<file path="src/rtl/control_pkg.sv">
// ============================================================================
// Module      : control_pkg
// Description : Shared definitions for the multicycle control unit: FSM state
//               encoding, supported RV32 opcodes, immediate-type codes, ALU
//               operation codes and ALU operand-select codes.
// Revision    : 1.0 - initial release
// ============================================================================
`default_nettype none

package control_pkg;

    // Encoding is visible on the debug port, so the values are fixed
    typedef enum logic [2:0] {
        S_FETCH  = 3'd0,
        S_DECODE = 3'd1,
        S_EXEC   = 3'd2,
        S_MEM    = 3'd3,
        S_WB     = 3'd4,
        S_TRAMPA = 3'd5
    } estado_t;

    // Supported opcodes
    localparam logic [6:0] c_OPC_LOAD   = 7'b0000011;
    localparam logic [6:0] c_OPC_STORE  = 7'b0100011;
    localparam logic [6:0] c_OPC_OP     = 7'b0110011;
    localparam logic [6:0] c_OPC_OPIMM  = 7'b0010011;
    localparam logic [6:0] c_OPC_BRANCH = 7'b1100011;
    localparam logic [6:0] c_OPC_JAL    = 7'b1101111;
    localparam logic [6:0] c_OPC_LUI    = 7'b0110111;

    // Immediate types for the immediate generator
    localparam logic [2:0] c_IMM_I = 3'd0;
    localparam logic [2:0] c_IMM_S = 3'd1;
    localparam logic [2:0] c_IMM_B = 3'd2;
    localparam logic [2:0] c_IMM_U = 3'd3;
    localparam logic [2:0] c_IMM_J = 3'd4;

    // ALU operations
    localparam logic [1:0] c_ALU_ADD   = 2'd0;
    localparam logic [1:0] c_ALU_SUB   = 2'd1;
    localparam logic [1:0] c_ALU_FUNCT = 2'd2;

    // ALU operand selects
    localparam logic [1:0] c_SRCA_PC     = 2'd0;
    localparam logic [1:0] c_SRCA_RS1    = 2'd1;
    localparam logic [1:0] c_SRCA_ZERO   = 2'd2;
    localparam logic [1:0] c_SRCB_RS2    = 2'd0;
    localparam logic [1:0] c_SRCB_IMM    = 2'd1;
    localparam logic [1:0] c_SRCB_CUATRO = 2'd2;

    // Branch funct3 values handled by the unit
    localparam logic [2:0] c_F3_BEQ = 3'b000;
    localparam logic [2:0] c_F3_BNE = 3'b001;

endpackage : control_pkg

`default_nettype wire

</file>
<file path="src/rtl/decodificador_imm_sel.sv">
// ============================================================================
// Module      : decodificador_imm_sel
// Description : Combinational opcode decoder. Maps an opcode to the immediate
//               type and flags whether the opcode is supported.
// Ports       : i_opcode  [6:0] instruction opcode
//               o_imm_sel [2:0] immediate type (I/S/B/U/J)
//               o_legal         1 when the opcode is supported
// Revision    : 1.0 - initial release
// ============================================================================
`default_nettype none

module decodificador_imm_sel
    import control_pkg::*;
(
    input  logic [6:0] i_opcode,
    output logic [2:0] o_imm_sel,
    output logic       o_legal
);

    always_comb begin
        o_imm_sel = c_IMM_I;
        o_legal   = 1'b1;
        case (i_opcode)
            c_OPC_LOAD:   o_imm_sel = c_IMM_I;
            c_OPC_OPIMM:  o_imm_sel = c_IMM_I;
            c_OPC_OP:     o_imm_sel = c_IMM_I;  // no immediate; value irrelevant
            c_OPC_STORE:  o_imm_sel = c_IMM_S;
            c_OPC_BRANCH: o_imm_sel = c_IMM_B;
            c_OPC_LUI:    o_imm_sel = c_IMM_U;
            c_OPC_JAL:    o_imm_sel = c_IMM_J;
            default:      o_legal   = 1'b0;
        endcase
    end

endmodule : decodificador_imm_sel

`default_nettype wire

</file>
<file path="src/rtl/unidad_control_multiciclo.sv">
// ============================================================================
// Module      : unidad_control_multiciclo
// Description : Multicycle RV32 subset control FSM
//               (FETCH/DECODE/EXEC/MEM/WB/TRAMPA). Drives datapath strobes and
//               operand selects; unsupported instructions park in TRAMPA
//               until reset.
// Ports       : clk, reset_n (async, active low)
//               opcode[6:0], funct3[2:0]  instruction fields
//               instr_valida, mem_listo   memory handshakes
//               cero                      ALU zero flag (used in EXEC)
//               pc_write, ir_write, mem_read, mem_write, reg_write,
//               mem_to_reg, trampa        strobes / flags
//               imm_sel[2:0], alu_src_a[1:0], alu_src_b[1:0], alu_op[1:0]
//               estado[2:0]               current state (debug)
// Config      : CONTADOR_INSTR_EN - adds output instr_retiradas[31:0], a
//               wrapping count of instructions retired to FETCH.
// Revision    : 1.0 - initial release
// ============================================================================
`default_nettype none

module unidad_control_multiciclo
    import control_pkg::*;
(
    input  logic       clk,
    input  logic       reset_n,
    input  logic [6:0] opcode,
    input  logic [2:0] funct3,
    input  logic       instr_valida,
    input  logic       mem_listo,
    input  logic       cero,
    output logic       pc_write,
    output logic       ir_write,
    output logic [2:0] imm_sel,
    output logic [1:0] alu_src_a,
    output logic [1:0] alu_src_b,
    output logic [1:0] alu_op,
    output logic       mem_read,
    output logic       mem_write,
    output logic       reg_write,
    output logic       mem_to_reg,
    output logic       trampa,
    output logic [2:0] estado
`ifdef CONTADOR_INSTR_EN
    ,
    output logic [31:0] instr_retiradas
`endif
);

    estado_t    r_estado;
    estado_t    w_estado_sig;
    logic [6:0] r_opcode;

    logic [6:0] w_opcode_dec;
    logic [2:0] w_imm_dec;
    logic       w_legal;
    logic       w_salto;

    logic       w_pc_write;
    logic       w_ir_write;
    logic [2:0] w_imm_sel;
    logic [1:0] w_alu_src_a;
    logic [1:0] w_alu_src_b;
    logic [1:0] w_alu_op;
    logic       w_mem_read;
    logic       w_mem_write;
    logic       w_reg_write;
    logic       w_mem_to_reg;
    logic       w_trampa;

    // In DECODE the opcode has not been captured yet, so decode the live bus;
    // afterwards use the captured copy.
    assign w_opcode_dec = (r_estado == S_DECODE) ? opcode : r_opcode;

    decodificador_imm_sel u_dec (
        .i_opcode  (w_opcode_dec),
        .o_imm_sel (w_imm_dec),
        .o_legal   (w_legal)
    );

    assign w_salto = ((funct3 == c_F3_BEQ) &&  cero) ||
                     ((funct3 == c_F3_BNE) && !cero);

    // State register
    always_ff @(posedge clk or negedge reset_n) begin
        if (!reset_n) begin
            r_estado <= S_FETCH;
        end else begin
            r_estado <= w_estado_sig;
        end
    end

    // Opcode capture
    always_ff @(posedge clk or negedge reset_n) begin
        if (!reset_n) begin
            r_opcode <= '0;
        end else if (r_estado == S_DECODE) begin
            r_opcode <= opcode;
        end
    end

    // Next state and outputs
    always_comb begin
        w_estado_sig = r_estado;
        w_pc_write   = 1'b0;
        w_ir_write   = 1'b0;
        w_imm_sel    = c_IMM_I;
        w_alu_src_a  = c_SRCA_PC;
        w_alu_src_b  = c_SRCB_RS2;
        w_alu_op     = c_ALU_ADD;
        w_mem_read   = 1'b0;
        w_mem_write  = 1'b0;
        w_reg_write  = 1'b0;
        w_mem_to_reg = 1'b0;
        w_trampa     = 1'b0;

        case (r_estado)
            S_FETCH: begin
                // PC + 4 computed while the instruction is read
                w_mem_read  = 1'b1;
                w_alu_src_b = c_SRCB_CUATRO;
                if (instr_valida) begin
                    w_ir_write   = 1'b1;
                    w_pc_write   = 1'b1;
                    w_estado_sig = S_DECODE;
                end
            end

            S_DECODE: begin
                w_imm_sel    = w_imm_dec;
                w_estado_sig = w_legal ? S_EXEC : S_TRAMPA;
            end

            S_EXEC: begin
                w_imm_sel   = w_imm_dec;
                w_alu_src_a = c_SRCA_RS1;
                case (r_opcode)
                    c_OPC_OP: begin
                        w_alu_op     = c_ALU_FUNCT;
                        w_estado_sig = S_WB;
                    end
                    c_OPC_OPIMM: begin
                        w_alu_op     = c_ALU_FUNCT;
                        w_alu_src_b  = c_SRCB_IMM;
                        w_estado_sig = S_WB;
                    end
                    c_OPC_LOAD, c_OPC_STORE: begin
                        w_alu_src_b  = c_SRCB_IMM;
                        w_estado_sig = S_MEM;
                    end
                    c_OPC_LUI: begin
                        w_alu_src_a  = c_SRCA_ZERO;
                        w_alu_src_b  = c_SRCB_IMM;
                        w_estado_sig = S_WB;
                    end
                    c_OPC_BRANCH: begin
                        w_alu_op = c_ALU_SUB;
                        if ((funct3 == c_F3_BEQ) || (funct3 == c_F3_BNE)) begin
                            w_pc_write   = w_salto;
                            w_estado_sig = S_FETCH;
                        end else begin
                            w_estado_sig = S_TRAMPA;
                        end
                    end
                    c_OPC_JAL: begin
                        // Jump target PC + imm; link written in the same cycle
                        w_alu_src_a  = c_SRCA_PC;
                        w_alu_src_b  = c_SRCB_IMM;
                        w_pc_write   = 1'b1;
                        w_reg_write  = 1'b1;
                        w_estado_sig = S_FETCH;
                    end
                    default: w_estado_sig = S_TRAMPA;
                endcase
            end

            S_MEM: begin
                // Keep the address computation stable for the whole access
                w_imm_sel   = w_imm_dec;
                w_alu_src_a = c_SRCA_RS1;
                w_alu_src_b = c_SRCB_IMM;
                if (r_opcode == c_OPC_STORE) begin
                    w_mem_write = 1'b1;
                end else begin
                    w_mem_read  = 1'b1;
                end
                if (mem_listo) begin
                    w_estado_sig = (r_opcode == c_OPC_LOAD) ? S_WB : S_FETCH;
                end
            end

            S_WB: begin
                w_imm_sel    = w_imm_dec;
                w_reg_write  = 1'b1;
                w_mem_to_reg = (r_opcode == c_OPC_LOAD);
                w_estado_sig = S_FETCH;
            end

            S_TRAMPA: begin
                w_trampa = 1'b1;
            end

            default: w_estado_sig = S_FETCH;
        endcase
    end

    // While reset is held the FSM sits in FETCH, whose decode would raise
    // mem_read; all outputs are forced to zero for the whole reset window.
    assign pc_write   = reset_n & w_pc_write;
    assign ir_write   = reset_n & w_ir_write;
    assign mem_read   = reset_n & w_mem_read;
    assign mem_write  = reset_n & w_mem_write;
    assign reg_write  = reset_n & w_reg_write;
    assign mem_to_reg = reset_n & w_mem_to_reg;
    assign trampa     = reset_n & w_trampa;
    assign imm_sel    = reset_n ? w_imm_sel   : 3'd0;
    assign alu_src_a  = reset_n ? w_alu_src_a : 2'd0;
    assign alu_src_b  = reset_n ? w_alu_src_b : 2'd0;
    assign alu_op     = reset_n ? w_alu_op    : 2'd0;
    assign estado     = r_estado;

`ifdef CONTADOR_INSTR_EN
    logic [31:0] r_instr_retiradas;
    logic        w_retira;

    // Retirement = completing EXEC/MEM/WB back to FETCH (never via TRAMPA)
    assign w_retira = (w_estado_sig == S_FETCH) &&
                      ((r_estado == S_EXEC) || (r_estado == S_MEM) ||
                       (r_estado == S_WB));

    always_ff @(posedge clk or negedge reset_n) begin
        if (!reset_n) begin
            r_instr_retiradas <= '0;
        end else if (w_retira) begin
            r_instr_retiradas <= r_instr_retiradas + 32'd1;
        end
    end

    assign instr_retiradas = r_instr_retiradas;
`endif

endmodule : unidad_control_multiciclo

`default_nettype wire

</file>
<file path="config.mk">
export PLATFORM = sky130hd
export DESIGN_NAME = unidad_control_multiciclo
export DESIGN_NICKNAME = d
export VERILOG_FILES = /design/src/rtl/control_pkg.sv /design/src/rtl/decodificador_imm_sel.sv /design/src/rtl/unidad_control_multiciclo.sv
export SDC_FILE = /design/constraint.sdc
export NUM_CORES = 1
export LEC_CHECK = 0
export CORE_MARGIN = 10
export CORE_UTILIZATION = 47
export DETAILED_ROUTE_END_ITERATION = 7
export PLACE_DENSITY_LB_ADDON = 0.15
export SETUP_SLACK_MARGIN = 0.05
export SLEW_MARGIN = 20
export SYNTH_ARGS = -nofsm -noshare
export SYNTH_HDL_FRONTEND = slang
export SYNTH_HIERARCHICAL = 1
export SYNTH_SLANG_ARGS = --single-unit
export TNS_END_PERCENT = 100
</file>
<file path="constraint.sdc">
create_clock -name clk -period 5.7 [get_ports clk]
set_input_delay 0.855 -clock clk [delete_from_list [all_inputs] [get_ports clk]]
set_output_delay 0.855 -clock clk [all_outputs]
set_load 0.01 [all_outputs]
</file>
Yosys cells after proc, flatten, opt, wreduce, memory -nomap -nowiden --
Index checks and enable logic that the tools add are counted.
Cells by class: bitwise operators 8, equal/unequal tests 22, reductions and logical operators 14, muxes and demuxes 34
Operators by type and width (count):
- 7-bit by 6-bit == test with 1-bit output, second input constant | 6
- 7-bit == test, second input constant | 4
- 3-bit one-hot mux with 4 select lines | 2
- 3-bit 2-to-1 mux | 7
- 3-bit one-hot mux with 5 select lines | 1
- 7-bit by 2-bit == test with 1-bit output, second input constant | 2
- 7-bit by 5-bit == test with 1-bit output, second input constant | 2
- 2-bit one-hot mux with 2 select lines | 3
- 1-bit 2-to-1 mux | 11
- 2-bit 2-to-1 mux | 4
- 1-bit one-hot mux with 2 select lines | 4
- 1-bit bitwise AND | 7
- 7-bit 2-to-1 mux | 1
- 7-bit OR reduction | 1
- 3-bit by 1-bit == test with 1-bit output, second input constant | 2
- 3-bit by 2-bit == test with 1-bit output, second input constant | 2
- 3-bit == test, second input constant | 2
- 3-bit logical NOT | 2
- 2-bit one-hot mux with 3 select lines | 1
- 5-bit OR reduction | 1
- 2-bit inequality test, second input constant | 2
- 2-bit OR reduction | 2
- 4-bit OR reduction | 1
- 3-bit AND reduction | 1
- other kinds (5) | 7
Word-level totals: word-level logic and storage cells 80, output and inout bits 19, flip-flop bits (word level) 10

Logic depth before layout (Yosys ltp) --
Gate-level depths: netlist of the first run.
depth after elaboration 7, mapped depth 12

Hierarchy --
The synthesis of the first run kept the hierarchy.
By module, submodules not included:
- unidad_control_multiciclo | times used 1, area each 832.0 µm², cells an instance 100
- decodificador_imm_sel | times used 1, area each 93.8 µm², cells an instance 15

Worst setup path before layout of the first run --
No wires, ideal clock.
path kind register to output, start register r_estado[1], in the netlist estado[1], end output imm_sel[1], stages on the path, launching flop included 10, data required time 4.845 ns, slack 2.845 ns, arrival time 2.000 ns, cells stage by stage dfrtp_1 buf_2 inv_1 nand2_1 nor2_2 mux2_2 nor3b_1 a21oi_1 nor3_1 and3_1
On the way: cells in the longest elaborated chain, start to end 6, elaborated cells between the ends (all ways) 13, classes of those cells 8 x eq/ne; 4 x mux; 1 x reduce/logical
RTL lines:
- start, declared | RTL line unidad_control_multiciclo.sv:49 | estado_t r_estado;
- start signal, assigned | RTL line unidad_control_multiciclo.sv:88 | r_estado <= w_estado_sig;
- 3-bit by 1-bit == test with 1-bit output * | RTL line unidad_control_multiciclo.sv:72 | assign w_opcode_dec = (r_estado == S_DECODE) ? opcode : r_opcode;
- 7-bit 2-to-1 mux *
- net w_opcode_dec[4] | RTL line unidad_control_multiciclo.sv:53 | logic [6:0] w_opcode_dec;
- 7-bit == test / 7-bit by 6-bit == test with 1-bit output (equally long branches) | RTL line decodificador_imm_sel.sv:23 | case (i_opcode)
- 3-bit one-hot mux with 4 select lines * | RTL line decodificador_imm_sel.sv:23
- net w_imm_dec[1] | RTL line unidad_control_multiciclo.sv:54 | logic [2:0] w_imm_dec;
- 3-bit 2-to-1 mux * | RTL line unidad_control_multiciclo.sv:116 | case (r_estado)
- 3-bit 2-to-1 mux * | RTL line unidad_control_multiciclo.sv:215 | assign imm_sel = reset_n ? w_imm_sel : 3'd0;
- end, declared | RTL line unidad_control_multiciclo.sv:33 | output logic [2:0] imm_sel,
Mark *: on every way through the listed nets, which the timed path passes. The rest lies on a longest branch.

Final worst setup path of the first run --
start input reset_n, end output alu_src_a[1]
On the way: cells in the longest elaborated chain, start to end 1
RTL lines:
- start, declared | RTL line unidad_control_multiciclo.sv:25 | input logic reset_n,
- 2-bit 2-to-1 mux | RTL line unidad_control_multiciclo.sv:216 | assign alu_src_a = reset_n ? w_alu_src_a : 2'd0;
- end, declared | RTL line unidad_control_multiciclo.sv:34 | output logic [1:0] alu_src_a,
Every way passes these cells.

==> results.yml, run 1 <==
logic_synthesis:
  syn-mean-instance-area_um2: 8.05
  synth_largest_type_area_fraction_pct: 27.0
  yosys_warnings: 6
  flip_flop_and_latch_count_after_synthesis: 10
  yosysTopAreaCell: "sky130_fd_sc_hd__dfrtp_1"
  synth.top_cells.by_area: "sky130_fd_sc_hd__dfrtp_1 (27%), sky130_fd_sc_hd__mux2_2 (8.5%), sky130_fd_sc_hd__nor2_1 (4.1%), sky130_fd_sc_hd__a21oi_1 (3.8%), sky130_fd_sc_hd__nor3_1 (3.2%)"
  synth_seq_area_share_pct: 27.0
  synthesis.instances: 115
  ys_types: 44
  synthesis.nets: 130
  post_synth_instance_area_um2: 926
  synth_enable_flop_cells: 0
  ys_async_sr_fraction_pct: 100
  most_used_dff_post_synth: "sky130_fd_sc_hd__dfrtp_1"
  yosys-top-cells-count: "sky130_fd_sc_hd__dfrtp_1 (10), sky130_fd_sc_hd__nor2_1 (10), sky130_fd_sc_hd__a21oi_1 (7), sky130_fd_sc_hd__mux2_2 (7), sky130_fd_sc_hd__nand2_1 (7)"
clocking:
  ctsRootBufferMaster: "sky130_fd_sc_hd__clkbuf_4"
  cts.reportedPaths.clkPinSlew_ns: 0.06
  cts_hold_buf: 0
  cts.sinks: 10
  number_of_resized_instances_in_the_post_cts_repair_step: 0
  tritoncts_clock_tree: "built"
  tritoncts.num_buffers: 3
  cts_setup_buffers: 0
  clock_tree.htree_level_count: 1
  max-clock-path-buffers: 2
  clock_insertion_delay_worst_skew_ns: 0.26
power_and_ir_drop:
  power_density_nw_per_um2: 480
  ir_drop_v: 0.000327
  netSwitchingFraction_pct: 48.3
  comb_power_share_pct: 58.9
  netSwitchingPower_mw: 0.300
  pwr-share-clk_pct: 10.1
  internal_power_mw: 0.321
  p_seq_share_pct: 31.1
  static_leakage_nw: 0.463
critical_path:
  worstPathRequired_ns: 4.85
  setup.worst_path.start: "reset_n"
  setup.worst_path.end_class: "output port"
  timing.reg2reg.worst_path_depth: 11
  start_of_the_worst_register_to_register_path: "estado[1]$_DFFE_PN0P_"
  crit_path_start_kind: "input pin"
  r2r_slack_ns: 2.72
  worstPathArrival_ns: 3.20
  worst-setup-path-type: "input pin to output port"
  crit_end: "alu_src_a[1]"
  critical_path_peak_fanout: 16
  worstReg2RegEnd: "estado[0]$_DFFE_PN0P_"
sta:
  hold_violations: 0
  worst-slew-pin-transition_ns: 0.601
  setup_viol: 0
  min_period_ns: 4.06
  clock-skew-final_ns: 0.00157
  period_share_pct: 71.2
  fmax_mhz: 246
  fin_setup_tns_ns: 0
  relSlewSlack_pct: 59.8
  maxSlewViolCount: 0
  grt_setup_unrepaired: "false"
  final.hold.worst_slack_ns: 0.582
run:
  cap_viol_max_count: 0
global_route:
  vias_in_the_first_global_route: 930
  grt_first_pass_wirelength_um: 4490
  maximum_number_of_pins_on_one_net_before_global_route_repair: 17
  globalRouteTotalUtil_pct: 12.9
  grt_antenna_before_repair: 0
  grt_overflow_total: 0
finish:
  fillCellCount: 162
  drive_gt1_share_pct: 12.4
  insertedDiodeCount: 0
  area_delta_synth_final_pct: 39.6
  area_occupied_by_multi_input_gates_um2: 629
  footprint_of_the_flip_flops_and_latches_um2: 250
  nets: 161
placed_design:
  gp_weighted_congestion: 0.837
  dp_hpwl_um: 2120
  place.port_buffers: 33
floorplanning:
  ios: 34
  die_area_um2: 4150
  fp-row-count: 15
  die_h_um: 64.4
  die_width_um: 64.4
  core_box_area_um2: 1800
  start_util_pct: 51.4
drt:
  drt-wirelength-per-cell_um: 15.7
  routed.top_layer: "met4"
  route.met3.wl_um: 259
  total_length_of_routed_wires_um: 2680
  drt_iter0_markers: 46
  num_vias: 989
  detail_route.vias_per_cell: 5.82
  met2RoutedLength_um: 1200
  m1WireLength_um: 1170
  antenna_left: 0
  drcViolationCount: 0
  drt_first_pass_iters: 4
worst_hold_path:
  min_path_cells: 1
  worstHoldPathType: "register to register"
outcome:
  status: "finished clean"
state kept, by name, indices dropped and copies added, names as in the netlist:
register	count
r_opcode	7
estado	3
worst max-delay path: stages:
cell and delay (ns):
sky130_fd_sc_hd__clkdlybuf4s50_1 0.85, sky130_fd_sc_hd__nand2b_1 0.24, sky130_fd_sc_hd__or3_1 0.38, sky130_fd_sc_hd__nor4_1 0.28, sky130_fd_sc_hd__clkdlybuf4s50_1 0.59
power groups by stage:
stage,logic (mW),clock network (mW),registers (mW)
floorplan,0.312,0,0.138
global placement,0.352,0,0.188
detailed placement,0.361,0,0.191
CTS,0.362,0.0652,0.189
global route,0.400,0.0691,0.201
finish,0.365,0.0624,0.193
cell type report:
cell class / count / area share, %
sequential: 10 / 19.4
inverter: 4 / 1.16
tap: 25 / 2.42
clock buffer: 4 / 2.81
timing repair buffer: 33 / 25.6
multi-input combinational: 94 / 48.7
metrics by stage:
step	std cells	cell area [µm²]	utilization [%]	setup slack, ns	power [mW]
after floorplan	115	926	-	2.85	0.450
after global placement	166	1260	69.7	1.69	0.540
after detailed placement	166	1260	69.7	1.62	0.552
after CTS	170	1290	71.7	1.60	0.617
after global routing	170	1290	71.7	1.42	0.670
final	170	1290	71.7	1.64	0.620
routing by layer:
metal	GRT usage, %	up-vias
met3	4.53	6
met4	5.61	0
met5	0	-
met2	20.0	50
li1	-	490
met1	15.6	443
placed cells by master (no fill, tap or decap), types with 3 or more instances in the layout:
master and n:
sky130_fd_sc_hd__clkdlybuf4s50_1 33, sky130_fd_sc_hd__nand2_1 7, sky130_fd_sc_hd__nor2_1 10, sky130_fd_sc_hd__nand3_1 5, sky130_fd_sc_hd__mux2_2 7, sky130_fd_sc_hd__clkbuf_4 3
sky130_fd_sc_hd__o21ai_0 3, sky130_fd_sc_hd__dfrtp_1 10, sky130_fd_sc_hd__nand2b_1 3, sky130_fd_sc_hd__nor4_1 3, sky130_fd_sc_hd__nor2b_1 4, sky130_fd_sc_hd__nor3_1 6
sky130_fd_sc_hd__inv_1 4, sky130_fd_sc_hd__nor3b_1 3, sky130_fd_sc_hd__o22ai_1 3, sky130_fd_sc_hd__and3_1 4, sky130_fd_sc_hd__a21oi_1 7
how the worst min path moves through the flow:
| stage | start | to |
|---|---|---|
| after floorplan | r_opcode[0]$_DFF_PN0_ | r_opcode[0]$_DFF_PN0_ |
| after global placement | r_opcode[0]$_DFF_PN0_ | r_opcode[0]$_DFF_PN0_ |
| after detailed placement | r_opcode[1]$_DFF_PN0_ | r_opcode[1]$_DFF_PN0_ |
| after CTS | r_opcode[1]$_DFF_PN0_ | r_opcode[1]$_DFF_PN0_ |
| after global routing | r_opcode[1]$_DFF_PN0_ | r_opcode[1]$_DFF_PN0_ |
| final | r_opcode[0]$_DFF_PN0_ | r_opcode[0]$_DFF_PN0_ |
logic make-up after synthesis:
kind of cell / Yosys count / synth area share (%)
muxes: 7 / 8.51
AOI/OAI and AO/OA: 26 / 19.1
xor gates and xnor gates: 3 / 2.84
and+or+nand+nor: 58 / 37.6
buffers and inverters: 11 / 5.00
DFF: 10 / 27.0
Power figures use the tool's default switching activity.
==> inputs of run 2 (changes only) <==
Settings changed: CORE_UTILIZATION 47 to 44.
Clock period 5.7 ns to 4.1 ns, I/O delays scaled along.
==> results.yml, run 2 (synthesis gave the netlist of run 1 again) <==
outcome:
  status: "finished clean"
sta:
  period_share_pct: 86.7
  maxSlewViolCount: 0
  hold_violations: 0
  relSlewSlack_pct: 72.4
  fmax_mhz: 281
  clock-skew-final_ns: 0.00552
  fin_setup_tns_ns: 0
  min_period_ns: 3.56
  worst-slew-pin-transition_ns: 0.414
  grt_setup_unrepaired: "false"
  setup_viol: 0
global_route:
  grt_overflow_total: 0
  globalRouteTotalUtil_pct: 12.7
  maximum_number_of_pins_on_one_net_before_global_route_repair: 16
  grt_first_pass_wirelength_um: 4490
  grt_antenna_before_repair: 0
  vias_in_the_first_global_route: 956
worst_hold_path:
  min_path_cells: 1
  whs_endpoint: "r_opcode[0]$_DFF_PN0_"
  worstHoldPathType: "register to register"
  hold_start: "r_opcode[0]$_DFF_PN0_"
critical_path:
  crit_path_start_kind: "register"
  worstPathRequired_ns: 3.48
  start_of_the_worst_register_to_register_path: "estado[1]$_DFFE_PN0P_"
  r2r_slack_ns: 1.13
  setup.worst_path.end_class: "output port"
  worstReg2RegEnd: "estado[0]$_DFFE_PN0P_"
  worstPathArrival_ns: 2.94
  timing.reg2reg.worst_path_depth: 11
  worst-setup-path-type: "register to output port"
  critical_path_peak_fanout: 10
drt:
  drt_iter0_markers: 24
  num_vias: 971
  drt-wirelength-per-cell_um: 15.7
  antenna_left: 0
  drcViolationCount: 0
  detail_route.vias_per_cell: 5.61
  drt_first_pass_iters: 4
  total_length_of_routed_wires_um: 2710
finish:
  final_cell_count_no_fill: 173
  drive_gt1_share_pct: 13.0
  layout_commonest_cell: "sky130_fd_sc_hd__clkdlybuf4s50_1"
  nets: 162
  layout.cells.most_common_list: "sky130_fd_sc_hd__clkdlybuf4s50_1 (33), sky130_fd_sc_hd__nor2_1 (10), sky130_fd_sc_hd__dfrtp_1 (10)"
  largest-register: "r_opcode"
  insertedDiodeCount: 0
  largest_reg_flops: 7
  area_delta_synth_final_pct: 40.7
clocking:
  tritoncts.num_buffers: 3
  cts_setup_buffers: 0
  tritoncts_clock_tree: "built"
  max-clock-path-buffers: 2
  cts_hold_buf: 0
  ctsRootBufferMaster: "sky130_fd_sc_hd__clkbuf_4"
  number_of_resized_instances_in_the_post_cts_repair_step: 0
  cts.sinks: 10
  clock_tree.htree_level_count: 1
  cts.reportedPaths.clkPinSlew_ns: 0.08
  clock_insertion_delay_worst_skew_ns: 0.28
power_and_ir_drop:
  ir_drop_v: 0.000384
  power_mw: 0.865
  static_leakage_nw: 0.468
  power_density_nw_per_um2: 664
floorplanning:
  ios: 34
  core_box_area_um2: 1980
  die_h_um: 65.9
  die_width_um: 65.9
  fp-row-count: 16
  start_util_pct: 46.7
  die_area_um2: 4340
placed_design:
  numPlacedInstances: 169
  gp_weighted_congestion: 0.913
  place.port_buffers: 33
  dp_hpwl_um: 2160
run:
  cap_viol_max_count: 0
[run 2: cell types whose count changed in the layout (fill, tap and decap cells not counted)]
cell / change
sky130_fd_sc_hd__buf_4: +1
[run 2: worst max-delay path: stages, from the launching register on]
cell and delay [ns]:
sky130_fd_sc_hd__dfrtp_1 0.49, sky130_fd_sc_hd__inv_1 0.17, sky130_fd_sc_hd__nand2_1 0.14, sky130_fd_sc_hd__nor2_2 0.32, sky130_fd_sc_hd__mux2_2 0.45, sky130_fd_sc_hd__nor3b_1 0.22
sky130_fd_sc_hd__a21oi_1 0.06, sky130_fd_sc_hd__nor3_1 0.11, sky130_fd_sc_hd__and3_1 0.17, sky130_fd_sc_hd__clkdlybuf4s50_1 0.53
[run 2: report_power, final]
part	leakage [nW]	switching (mW)	internal [mW]
Sequential	0.119	0.119	0.146
Clock	0.0210	0.0397	0.0540
Combinational	0.328	0.260	0.246
Total	0.468	0.419	0.447
[run 2: routing by layer]
metal	routed length (µm)	track usage, %	part of all wire [%]	vias up
met1	1190	14.9	44	452
li1	-	-	-	488
met4	34	5.08	1.3	0
met2	1320	21.1	49	26
met5	0	0	0	-
met3	165	3.73	6.1	5
[run 2: worst max-delay path by stage]
stage / startpoint / end / slack, ns / depth (start not counted)
after floorplan: estado[1]$_DFFE_PN0P_ / estado[0]$_DFFE_PN0P_ / 1.40 / 12
after global placement: estado[1]$_DFFE_PN0P_ / imm_sel[1] / 0.95 / 9
after detailed placement: estado[1]$_DFFE_PN0P_ / imm_sel[1] / 0.86 / 9
after CTS: estado[1]$_DFFE_PN0P_ / imm_sel[1] / 0.54 / 9
after global routing: estado[1]$_DFFE_PN0P_ / imm_sel[1] / 0.37 / 9
final: estado[1]$_DFFE_PN0P_ / imm_sel[1] / 0.54 / 9
[run 2: final cells by class]
class,instances,area (µm²)
repair buffers,34,338
fillers,169,679
flip-flops and latches,10,250
multi-input cells,94,629
clock buffers,4,36.3
well taps,27,33.8
inverters,4,15.0
[run 2: stage by stage]
stage	instance area, µm²	util, %	hold WS, ns	setup slack, ns
2_1_floorplan	926	-	0.319	1.40
3_3_place_gp	1270	63.9	0.556	0.951
3_5_place_dp	1270	63.9	0.547	0.857
4_1_cts	1300	65.7	0.565	0.537
5_1_grt	1300	65.7	0.592	0.372
6_report	1300	65.7	0.566	0.544
==> inputs of run 3 (changes only) <==
Settings changed: GPL_ROUTABILITY_DRIVEN from default to 0.
==> results of run 3 <==
Same layout as run 2: the final DEF is identical, and so are final timing and power.
